File: src/rtl/i4001_bus_responder.sv
// 4001-style ROM bus responder: tracks the 4004 bus phases, returns the addressed ROM byte in M1/M2.
// Optional I/O port (SRC/WRR/RDR) is built only when I4001_IO_PORT_EN is defined.
module i4001_bus_responder #(
  parameter logic [3:0] CHIP_ID = 4'h0
) (
  input  logic       CLK,
  input  logic       RESET,
  input  logic       SYNC,
  input  logic       CM_ROM,
  input  logic [3:0] D_IN,
  output logic [3:0] D_OUT,
  output logic       D_OE,
  output logic [7:0] rom_addr,
  input  logic [7:0] rom_data,
  input  logic [3:0] io_in,
  output logic [3:0] io_out
);

  typedef enum logic [3:0] {IDLE, A1, A2, A3, M1, M2, X1, X2, X3} phase_t;

  phase_t     phase, phase_nxt;
  logic [7:0] addr, data_q, data_nxt;
  logic [3:0] opr, opa, out_nxt;
  logic       selected, sel_nxt, oe_nxt;
  logic       io_drive;
  logic [3:0] io_drive_val;

  assign rom_addr = addr;

  always_ff @(posedge CLK or posedge RESET) begin
    if (RESET) phase <= IDLE;
    else       phase <= phase_nxt;
  end

  // Outputs are computed for the phase being entered so they hold for that whole phase.
  always_comb begin
    phase_nxt = IDLE;
    if (SYNC) phase_nxt = A1;
    else begin
      case (phase)
        A1:      phase_nxt = A2;
        A2:      phase_nxt = A3;
        A3:      phase_nxt = M1;
        M1:      phase_nxt = M2;
        M2:      phase_nxt = X1;
        X1:      phase_nxt = X2;
        X2:      phase_nxt = X3;
        default: phase_nxt = IDLE;
      endcase
    end
    sel_nxt  = (phase == A3) ? (CM_ROM && D_IN == CHIP_ID) : selected;
    data_nxt = (phase == A3) ? rom_data : data_q;
    oe_nxt   = 1'b0;
    out_nxt  = 4'h0;
    case (phase_nxt)
      M1: if (sel_nxt) begin oe_nxt = 1'b1; out_nxt = data_nxt[7:4]; end
      M2: if (sel_nxt) begin oe_nxt = 1'b1; out_nxt = data_nxt[3:0]; end
      X2: if (io_drive) begin oe_nxt = 1'b1; out_nxt = io_drive_val; end
      default: ;
    endcase
  end

  always_ff @(posedge CLK or posedge RESET) begin
    if (RESET) begin
      addr     <= 8'h00;
      data_q   <= 8'h00;
      opr      <= 4'h0;
      opa      <= 4'h0;
      selected <= 1'b0;
      D_OE     <= 1'b0;
      D_OUT    <= 4'h0;
    end else begin
      selected <= sel_nxt;
      data_q   <= data_nxt;
      D_OE     <= oe_nxt;
      D_OUT    <= out_nxt;
      case (phase)
        A1: addr[3:0] <= D_IN;
        A2: addr[7:4] <= D_IN;
        M1: opr       <= D_IN;
        M2: opa       <= D_IN;
        default: ;
      endcase
    end
  end

`ifdef I4001_IO_PORT_EN
  logic src_match;
  logic is_src, is_wrr, is_rdr;

  assign is_src       = (opr == 4'b0010) && opa[0];
  assign is_wrr       = (opr == 4'b1110) && (opa == 4'b0010);
  assign is_rdr       = (opr == 4'b1110) && (opa == 4'b1010);
  assign io_drive     = is_rdr && src_match;
  assign io_drive_val = io_in;

  always_ff @(posedge CLK or posedge RESET) begin
    if (RESET) begin
      src_match <= 1'b0;
      io_out    <= 4'h0;
    end else if (phase == X2) begin
      if (is_src && CM_ROM)          src_match <= (D_IN == CHIP_ID);
      else if (is_wrr && src_match)  io_out    <= D_IN;
    end
  end
`else
  logic unused_io;
  assign unused_io    = ^{io_in, opr, opa};
  assign io_drive     = 1'b0;
  assign io_drive_val = 4'h0;
  assign io_out       = 4'h0;
`endif

endmodule

File: config.mk
export PLATFORM = sky130hd
export DESIGN_NAME = i4001_bus_responder
export DESIGN_NICKNAME = d
export VERILOG_FILES = /design/src/rtl/i4001_bus_responder.sv
export SDC_FILE = /design/constraint.sdc
export NUM_CORES = 1
export LEC_CHECK = 0
export ABC_AREA = 1
export CORE_MARGIN = 2
export CORE_UTILIZATION = 45
export DETAILED_ROUTE_END_ITERATION = 8
export GPL_TIMING_DRIVEN = 1
export HOLD_SLACK_MARGIN = 0.02
export PLACE_DENSITY = 0.84
export SETUP_SLACK_MARGIN = 0.2
export SYNTH_ARGS = -nofsm -noshare
export SYNTH_HDL_FRONTEND = slang
export SYNTH_SLANG_ARGS = --single-unit
export TNS_END_PERCENT = 10
File: constraint.sdc
create_clock -name CLK -period 2.7 [get_ports CLK]
set_clock_uncertainty 0.15 [all_clocks]
set_input_delay 0.54 -clock CLK [delete_from_list [all_inputs] [get_ports CLK]]
set_output_delay 0.54 -clock CLK [all_outputs]
set_load 0.01 [all_outputs]
## Word-level counts from Yosys, hierarchy flattened

Cells that the tools add are included.

- Equality and inequality tests: 9
- Reduce and logical (&&, ||, !) cells: 3
- Muxes and demuxes: 9

Operators by type and width:

| operator | count |
|---|---|
| 4-bit one-hot mux with 7 select lines | 1 |
| 4-bit by 3-bit == test with 1-bit output (second input constant) | 6 |
| 4-bit 2-to-1 mux | 3 |
| 4-bit by 2-bit == test with 1-bit output (second input constant) | 2 |
| 8-bit 2-to-1 mux | 1 |
| 4-bit one-hot mux with 2 select lines | 1 |
| 4-bit by 1-bit == test with 1-bit output (second input constant) | 1 |
| 4-bit zero test | 1 |
| 1-bit 2-to-1 mux | 3 |
| 2-bit OR reduction | 1 |
| 1-bit logical AND | 1 |

- Output and inout port bits: 17
- Register bits: 26
- Input bits: 20
- Logic and storage cells: 28

## Depth between registers and ports, before layout

Gate-level depths: netlist of the first run.

- Depth in word-level cells: 6
- Gate-level depth with buffers: 9
- Mapped depth without buffers: 9

## Least setup slack after synthesis of the first run

No wires, ideal clock.

- Path kind: reg2reg
- Start: register phase[3]
- End: register D_OUT[0]
- Required time: 2.434 ns
- Data arrival time: 1.064 ns
- Path buffers: 1
- Setup slack: 1.369 ns
- Clock period less this slack: 1.331 ns
- Stages on the path, launching flop included: 8
- Setup time: 0.116 ns
- Cell sequence: dfrtp_1 nor2_4 nand2_4 buf_6 o21ai_2 nor2_1 nand2_1 nand2_1

- Longest elaborated chain between the ends: 5
- Elaborated cells between the ends (all ways): 16
- Classes of those cells: eq/ne: 9; mux: 7

Ends and longest elaborated chain:

| what | line | source |
|---|---|---|
| start, declared | 21 | `phase_t phase, phase_nxt;` |
| start signal, assigned | 32 | `else phase <= phase_nxt;` |
| 4-bit by 3-bit == test with 1-bit output (tied with other cells) | 40 | `case (phase)` |
| 4-bit one-hot mux with 7 select lines | 40 |  |
| 4-bit 2-to-1 mux | 38 | `if (SYNC) phase_nxt = A1;` |
| 4-bit by 3-bit == test with 1-bit output | 55 | `case (phase_nxt)` |
| 4-bit one-hot mux with 2 select lines (*) | 55 |  |
| net out_nxt[0] | 23 | `logic [3:0] opr, opa, out_nxt;` |
| end signal, assigned | 76 | `D_OUT <= out_nxt;` |
| end, declared | 11 | `output logic [3:0] D_OUT,` |

The timed path passes the listed nets; every way through them passes the cells marked *.
A chain may end at the register's enable or synchronous reset.

## Final worst setup path of the first run

- Start: register addr[4] (netlist: rom_addr[4])
- End: output rom_addr[4]

RTL lines:

| what | line | source |
|---|---|---|
| start, declared | 22 | `logic [7:0] addr, data_q, data_nxt;` |
| start signal, assigned | 65 | `addr <= 8'h00;` |
| start signal, assigned | 79 | `A2: addr[7:4] <= D_IN;` |
| end, declared | 13 | `output logic [7:0] rom_addr,` |

No word-level cell between the ends.

==> key figures, run 1 <==
Cells and area
  – Finished Layout Cells: 199
  – Final net count: 190
  – Total non-filler cell area in the finished layout: 0.001551 sq mm
  – FILL cells: between 200 and 250
  – Share of final-layout standard cells stronger than drive strength 1: around an eighth
  – Commonest cells after routing, fill and taps aside: 41 x nand2_1, 28 x clkdlybuf4s50_1, 26 x dfrtp_1
  – Antenna cell count: 0
  – Area Overhead vs Synth: 28.90%
  – Combined area of the multi-input logic cells: around 430 sq um
  – Combined flip-flop and latch cell area: between 600 and 700 sq um
  – Commonest non-fill, non-tap cell in the layout: nand2_1

Clock network
  – Clock Pin Slew Worst Setup and Hold Paths: ~0.14 ns
  – Max Buffers Root-to-Sink: 2
  – Count of clock tree sinks: 26
  – Maximum level of the CTS H-tree: 1
  – Clock tree from TritonCTS: built
  – Setup repair bufs after CTS: 0
  – Number of clock buffers inserted by TritonCTS: 3
  – Number of instances resized during post-cts repair: 0
  – Cell at the root of the clock tree: clkbuf_4
  – Clock Latency Late Sink: about 0.31 ns
  – Hold buffer count at cts: 0

Synthesis
  – Synth warnings: 0
  – Register bit total from synthesis: 26
  – Cell taking the most area after synthesis: dfrtp_1
  – Share of the yosys chip area belonging to registers: a little over half
  – Area share of the leading cell type in the synthesized netlist: 54.05%
  – Cell count after synthesis: 138
  – Number of distinct standard cells referenced by the synthesized netlist: 18
  – Largest cells by area after synthesis: dfrtp_1 54%, nand2_1 13%, inv_1 6.9%
  – Average instance area after synthesis: 8.722 sq um
  – Syn Std Cell Area: about 0.0012 sq mm

Power
  – PD cells: between 700 and 800 mW/mm^2
  – Reported leakage power: between 0.0008 and 0.0009 uW
  – Maximum ir drop on the vdd rail: 0.4822 mV

STA
  – Endpoints failing setup: 0
  – Unrepaired setup endpoints after global routing: false
  – Final critical-path share of the clock period: slightly above 70%
  – Post-layout minimum cycle time: 1.947 ns
  – Final hold vios: 0
  – Aggregate negative setup slack: 0 ns
  – Max Freq: roughly 0.51 GHz
  – Final max-slew violation count: 0

Placed design
  – Number of port buffers: 28
  – Final GP Congestion: about 0.86
  – Post-placement cell count: 195
  – Post-DP HPWL: around 1.7 mm
  – Post-Place Cell Area: 0.001499 sq mm

Worst setup path
  – Stage delay of the slowest cell on the critical path: roughly 0.55 ns
  – Crit path arrival time: approximately 1.3 ns
  – Worst Setup Start Kind: register
  – WS Path Type: reg2out
  – Critical path peak fanout: 2
  – Cell class contributing the biggest share of worst-path delay: buffers and inverters
  – Setup slack on the worst flop-to-flop path: ~1.1 ns
  – Category of the worst setup path capture point: output port
  – Crit path depth: 1
  – Worst R2R Path Depth: 8
  – Data required, critical path: around 2 ns
  – Number of buffers and inverters on the critical path: 1
  – Slowest stage cell on the critical path: clkdlybuf4s50_1
  – Chain of cells forming the critical path: clkdlybuf4s50_1

Route
  – Detailed-route vias per instance: 4.724
  – Number of vias after detailed routing: 940
  – Count of nets left with antenna violations after detail routing: 0
  – First-pass detailed-route iteration total: 4
  – Iteration-0 DRC count of the detailed router: 15
  – Post-detailed-routing wire length: approximately 2.2 mm
  – Post-detailed-route wirelength per cell: 11.17 um
  – DRC viols: 0

GRT
  – Antenna violations before repair: 0
  – Largest net degree at the start of global routing: 27
  – Global router's overall resource usage: 16.02%
  – Global-route wire length before repair: 3.960 mm
  – Via count of the first global-routing pass: 914
  – Grt total ovfl: 0

Floorplanning
  – Die outline height: around 56 um
  – Number of top-level pins: 37
  – Site row count: 18
  – Area inside the core boundary: between 0.002 and 0.0025 sq mm
  – Width of the chip: approximately 56 um
  – Initial Utilization: 48.15%
  – Die footprint: around 0.0031 sq mm

Outcome
  – Status: finished, final reports clean

Run
  – Max cap viols: 0

Min path
  – Worst hold path stage count: 2
  – Hold Path Class: reg2reg
==> power by group <==
part           total, uW  internal, uW  switching (uW)
registers            523           482            40.7
logic                360           167             193
clock network        263           150             113
total               1150           799             347
==> cells by family after synthesis <==
kind of cell           Yosys count  share of synthesized area [%]
AOI/OAI and AO/OA               13                          6.652
DFF                             26                          54.05
and+or+nand+nor                 68                          27.75
buffers and inverters           30                          11.23
other                            1                         0.3116
==> final timing paths <==
check | from | end
max | rom_addr[4] | rom_addr[4]
max in group asynchronous | RESET | data_q[2]
max reg2reg | phase[3] | D_OUT[3]
min | rom_addr[1] | rom_addr[1]
min in group asynchronous | RESET | rom_addr[0]
min reg2reg | rom_addr[1] | rom_addr[1]
==> metal layers <==
| metal | vias to the layer above | GRT usage (%) | routed length (um) |
|---|---|---|---|
| met2 | 36 | 26.87 | 1112 |
| met3 | 3 | 3.488 | 126 |
| met4 | 0 | 8.362 | 31 |
| met1 | 424 | 19.21 | 951 |
| met5 | - | 0 | 0 |
| li1 | 477 | - | - |
==> metrics by stage <==
step	total power (uW)	util, %	setup WS, ns	hold slack [ns]
after floorplan	747.1	-	1.369	0.2952
after global placement	875.4	59.96	0.9184	0.3098
after detailed placement	893.2	59.96	0.8815	0.3204
after CTS	1159	62.06	0.7300	0.3548
after global routing	1224	62.06	0.7007	0.3769
final	1146	62.06	0.7527	0.3515
==> registers in the layout, summed over array words and instances, names as in the netlist <==
| signal | flops |
|---|---|
| data_q | 8 |
| rom_addr | 8 |
| D_OUT | 4 |
| phase | 4 |
| D_OE | 1 |
| selected | 1 |
==> area by class of cell <==
class	count	share of cell area [%]
clock buffer	3	1.452
inverter	25	6.048
sequential	26	41.94
timing repair buffer	29	18.55
tap	30	2.419
clock inverter	1	1.935
multi-input combinational	85	27.66
==> synthesized netlist by cell type <==
| library cell | count |
|---|---|
| nand2_1 | 41 |
| dfrtp_1 | 26 |
| inv_1 | 22 |
| o21ai_0 | 8 |
| nand3_1 | 7 |
| nor2_1 | 7 |
| buf_4 | 4 |
| nand2_4 | 4 |
| o21ai_2 | 4 |
| inv_2 | 3 |
| nand2_2 | 2 |
| nand3_2 | 2 |
| nand4_1 | 2 |
| nor2_4 | 2 |
| a21oi_1 | 1 |
| buf_6 | 1 |
| conb_1 | 1 |
| nor4_1 | 1 |
Power figures use the tool's default switching activity.
==> run 2, diff against run 1 <==
==> constraint.sdc (replaced) <==
create_clock -name CLK -period 2 [get_ports CLK]
set_clock_uncertainty 0.15 [all_clocks]
set_input_delay 0.4 -clock CLK [delete_from_list [all_inputs] [get_ports CLK]]
set_output_delay 0.4 -clock CLK [all_outputs]
set_load 0.01 [all_outputs]
==> key figures, run 2 (synthesis gave the netlist of run 1 again) <==
Cells and area
  – Combined flip-flop and latch cell area: approximately 650 sq um
  – Antenna cell count: 0
  – Commonest non-fill, non-tap cell in the layout: nand2_1
  – FILL cells: between 200 and 250
  – Total non-filler cell area in the finished layout: between 0.0015 and 0.002 sq mm
  – Final net count: 190
  – Commonest cells after routing, fill and taps aside: 41 x nand2_1, 26 x dfrtp_1, 26 x clkdlybuf4s50_1
  – Share of final-layout standard cells stronger than drive strength 1: between 10% and 20%
  – Area Overhead vs Synth: 29.00%
  – Combined area of the multi-input logic cells: ~430 sq um

Power
  – Proportion of power drawn by the clock network: between 20% and 30%
  – Power Internal: around 1100 uW
  – Relative contribution of sequential cells to total power: between 40% and 50%
  – Proportion of total power due to net switching: 30.70%
  – Reported leakage power: 0.0008338 uW
  – Maximum ir drop on the vdd rail: about 0.6 mV
  – Power share of the combinational group: a little under a third
  – Power spent charging and discharging nets: around 470 uW
  – PD cells: about 1000 mW/mm^2

Clock network
  – Count of clock tree sinks: 26
  – Clock Latency Late Sink: about 0.32 ns
  – Setup repair bufs after CTS: 0
  – Clock Pin Slew Worst Setup and Hold Paths: 0.14 ns
  – Max Buffers Root-to-Sink: 2
  – Cell at the root of the clock tree: clkbuf_4
  – Hold buffer count at cts: 0
  – Maximum level of the CTS H-tree: 1
  – Clock tree from TritonCTS: built
  – Number of clock buffers inserted by TritonCTS: 3

Route
  – Count of nets left with antenna violations after detail routing: 0
  – Post-detailed-routing wire length: about 2.3 mm
  – Post-detailed-route wirelength per cell: between 10 and 15 um
  – Number of vias after detailed routing: approximately 940
  – First-pass detailed-route iteration total: 4
  – Iteration-0 DRC count of the detailed router: 16
  – Detailed-route vias per instance: around 4.7
  – DRC viols: 0

Worst setup path
  – Crit path arrival time: between 1 and 1.5 ns
  – Chain of cells forming the critical path: clkdlybuf4s50_1
  – Category of the worst setup path capture point: output port
  – WS Path Type: reg2out
  – Data required, critical path: 1.45 ns
  – Stage delay of the slowest cell on the critical path: 0.54 ns
  – Slowest stage cell on the critical path: clkdlybuf4s50_1
  – Worst Setup Start Kind: register
  – Cell class contributing the biggest share of worst-path delay: buffers and inverters
  – Critical path peak fanout: 2
  – Number of buffers and inverters on the critical path: 1
  – Setup slack on the worst flop-to-flop path: 0.41 ns

Floorplanning
  – Die footprint: just over 0.003 sq mm
  – Number of top-level pins: 37
  – Initial Utilization: roughly 48%
  – Die outline height: 55.72 um
  – Site row count: 18
  – Width of the chip: around 56 um
  – Area inside the core boundary: 0.002500 sq mm

STA
  – Unrepaired setup endpoints after global routing: true
  – Post-layout minimum cycle time: 1.798 ns
  – Final critical-path share of the clock period: between 80 and 90%
  – Aggregate negative setup slack: 0 ns
  – Endpoints failing setup: 0
  – Max Freq: around 0.56 GHz
  – Final max-slew violation count: 0
  – Final hold vios: 0
  – PnR worst setup slack: 0.2019 ns

Run
  – Max cap viols: 0

Placed design
  – Post-Place Cell Area: approximately 0.0015 sq mm
  – Number of port buffers: 28
  – Post-Place Setup Slack: 0.3250 ns
  – Final GP Congestion: between 0.8 and 0.9
  – Post-DP HPWL: approximately 1.7 mm

GRT
  – Via count of the first global-routing pass: 933
  – Antenna violations before repair: 0
  – Global router's overall resource usage: ~16%
  – Global-route wire length before repair: a little under 4 mm
  – Largest net degree at the start of global routing: 27
  – Grt total ovfl: 0

Outcome
  – Status: finished, final reports clean

Min path
  – Hold Path Class: in2async
-- run 2: metal layers --
layer / vias to the layer above / GRT usage (%) / wire length, um
li1: 473 / - / -
met1: 435 / 18.94 / 976
met2: 30 / 28.06 / 1126
met3: 3 / 2.791 / 128
met4: 0 / 7.317 / 38
met5: - / 0 / 0
-- run 2: through the flow --
step,total power (uW),hold slack (ns),std cells,util [%]
CTS,1563,0.2521,199,62.01
global placement,1182,0.3098,195,59.96
detailed placement,1206,0.3174,195,59.96
global route,1646,0.2994,199,62.11
floorplan,1009,0.2900,141,-
finish,1547,0.2541,199,62.11
-- run 2: power groups by stage --
stage / sequential, uW / clock [uW] / combinational (uW)
2_1_floorplan: 736 / 0 / 273
3_3_place_gp: 708 / 0 / 473
3_5_place_dp: 719 / 0 / 487
4_1_cts: 708 / 370 / 484
5_1_grt: 722 / 385 / 539
6_report: 707 / 360 / 479
-- run 2: path summary, 6_finish.rpt --
check / cells past startpoint / to / startpoint
setup / recovery: 1 / rom_addr[6] / rom_addr[6]
hold / removal: 3 / rom_addr[0] / RESET
setup reg to reg: 8 / D_OUT[2] / phase[3]
hold reg to reg: 2 / rom_addr[1] / rom_addr[1]
max in group asynchronous: 3 / data_q[2] / RESET
min in group CLK: 2 / rom_addr[1] / rom_addr[1]
-- run 2: worst min-delay path, stage by stage --
cell and delay, ns:
clkdlybuf4s50_1 0.40, inv_1 0.05, buf_4 0.30
-- run 2: area by class of cell --
| class | count | share of cell area (%) |
|---|---|---|
| multi-input cells | 85 | 27.64 |
| clock inverters | 1 | 1.934 |
| repair buffers | 29 | 18.61 |
| inverters | 25 | 6.044 |
| well taps | 30 | 2.417 |
| clock buffers | 3 | 1.450 |
| flip-flops and latches | 26 | 41.90 |
-- run 2: what timing repair did --
action,CTS,global route
resized for setup,1,1
endpoints found under the hold margin,0,0
endpoints found under the setup margin,5,9
==> run 3, diff against run 2 <==
--- a/config.mk
+++ b/config.mk
@@ -11,7 +11,7 @@
 export DETAILED_ROUTE_END_ITERATION = 8
 export GPL_TIMING_DRIVEN = 1
 export HOLD_SLACK_MARGIN = 0.02
-export PLACE_DENSITY = 0.84
+export PLACE_DENSITY = 0.85
 export SETUP_SLACK_MARGIN = 0.2
 export SYNTH_ARGS = -nofsm -noshare
 export SYNTH_HDL_FRONTEND = slang
==> key figures, run 3 (synthesis gave the netlist of run 1 again) <==
Outcome
  – Status: finished, final reports clean

STA
  – Final critical-path share of the clock period: between 80% and 90%
  – Unrepaired setup endpoints after global routing: true
  – Post-layout minimum cycle time: roughly 1.8 ns
  – Endpoints failing setup: 0
  – Final hold vios: 0
  – Post-route worst hold slack: ~0.25 ns
  – Final max-slew violation count: 0
  – Aggregate negative setup slack: 0 ns
  – Max Freq: between 0.5 and 0.6 GHz

Placed design
  – Post-DP HPWL: 1.762 mm
  – Final GP Congestion: 0.8337
  – Number of port buffers: 28

Power
  – Maximum ir drop on the vdd rail: a little over 0.8 mV
  – Reported leakage power: 0.0008339 uW
  – PD cells: roughly 990 mW/mm^2

Cells and area
  – Antenna cell count: 0
  – FILL cells: 200
  – Share of final-layout standard cells stronger than drive strength 1: 13.02%
  – Final net count: 190
  – Commonest non-fill, non-tap cell in the layout: nand2_1
  – Commonest cells after routing, fill and taps aside: 41 x nand2_1, 26 x dfrtp_1, 26 x clkdlybuf4s50_1
  – Combined flip-flop and latch cell area: approximately 650 sq um
  – Area Overhead vs Synth: 29.00%
  – Combined area of the multi-input logic cells: 429.2 sq um

GRT
  – Via count of the first global-routing pass: roughly 910
  – Global-route wire length before repair: ~3.8 mm
  – Antenna violations before repair: 0
  – Grt total ovfl: 0
  – Global router's overall resource usage: roughly 16%
  – Largest net degree at the start of global routing: 27

Clock network
  – Count of clock tree sinks: 26
  – Max Buffers Root-to-Sink: 2
  – Clock Pin Slew Worst Setup and Hold Paths: roughly 0.14 ns
  – Hold buffer count at cts: 0
  – Cell at the root of the clock tree: clkbuf_4
  – Clock tree from TritonCTS: built
  – Number of clock buffers inserted by TritonCTS: 3
  – Maximum level of the CTS H-tree: 1
  – Clock Latency Late Sink: around 0.32 ns

Worst setup path
  – Category of the worst setup path capture point: output port
  – Worst r2r dst: D_OUT[2]
  – Worst R2R Path Depth: 8
  – Cell class contributing the biggest share of worst-path delay: buffers and inverters
  – Crit path arrival time: 1.22 ns
  – Worst Setup Start Kind: register
  – Stage delay of the slowest cell on the critical path: between 0.5 and 0.6 ns
  – Crit. Startpoint: rom_addr[4]
  – Number of buffers and inverters on the critical path: 1
  – Critical path endpoint: rom_addr[4]
  – Data required, critical path: between 1 and 1.5 ns
  – WS Path Type: reg2out
  – Setup slack on the worst flop-to-flop path: roughly 0.39 ns
  – Crit path depth: 1
  – Launch instance of the worst register-to-register path: phase[3]
  – Chain of cells forming the critical path: clkdlybuf4s50_1
  – Slowest stage cell on the critical path: clkdlybuf4s50_1
  – Critical path peak fanout: 2

Route
  – Detailed-route vias per instance: 4.854
  – Iteration-0 DRC count of the detailed router: 37
  – First-pass detailed-route iteration total: 4
  – DRC viols: 0
  – Number of vias after detailed routing: 966
  – Count of nets left with antenna violations after detail routing: 0
  – Post-detailed-routing wire length: between 2 and 2.5 mm
  – Post-detailed-route wirelength per cell: 11.35 um

Floorplanning
  – Initial Utilization: 48.15%
  – Number of top-level pins: 37
  – Area inside the core boundary: 0.002500 sq mm
  – Die outline height: about 56 um
  – Width of the chip: approximately 56 um
  – Die footprint: a little over 0.003 sq mm
  – Site row count: 18

Run
  – Max cap viols: 0

Min path
  – Hold Path Class: in2async
## run 3: cell counts in the layout (fill, tap and decap cells not counted)
No cell type changed its count.
## run 3: worst min-delay path by stage
stage	start	end	slack (ns)	depth (start not counted)
after floorplan	RESET	D_OE	0.29	1
after global placement	data_q[7]	data_q[7]	0.31	2
after CTS	RESET	D_OUT[2]	0.25	3
final	RESET	selected	0.25	3
after global routing	RESET	D_OUT[2]	0.30	3
after detailed placement	data_q[7]	data_q[7]	0.32	2
## run 3: area by class of cell
cell class / count / share of cell area (%)
Clock buffer: 3 / 1.450
Clock inverter: 1 / 1.934
Inverter: 25 / 6.044
Multi-Input combinational cell: 85 / 27.64
Sequential cell: 26 / 41.90
Tap cell: 30 / 2.417
Timing Repair Buffer: 29 / 18.61
## run 3: layer usage
layer	vias to the layer above	global-route usage [%]	wire (um)
li1	474	-	-
met5	-	0	0
met3	4	5.581	158
met2	43	26.87	1145
met4	0	4.878	36
met1	445	17.99	917
## run 3: timing repair
action | CTS | global route
buffers inserted | 0 | 0
setup endpoints to repair | 1 | 10
resized for setup | 1 | 1
## run 3: where the power goes
group	switching, uW	internal, uW
clock	150	203
sequential	54.1	651
combinational	261	220
total	466	1070
## run 3: stage by stage
step                      instance area (sq um)  setup slack [ns]  util (%)  power [uW]  cells
final                                      1553            0.2266     62.11        1539    199
after global routing                       1553            0.1681     62.11        1643    199
after CTS                                  1550            0.2054     62.01        1559    199
after detailed placement                   1499            0.3238     59.96        1208    195
after global placement                     1499            0.3434     59.96        1182    195
after floorplan                            1215            0.6695         -        1009    141
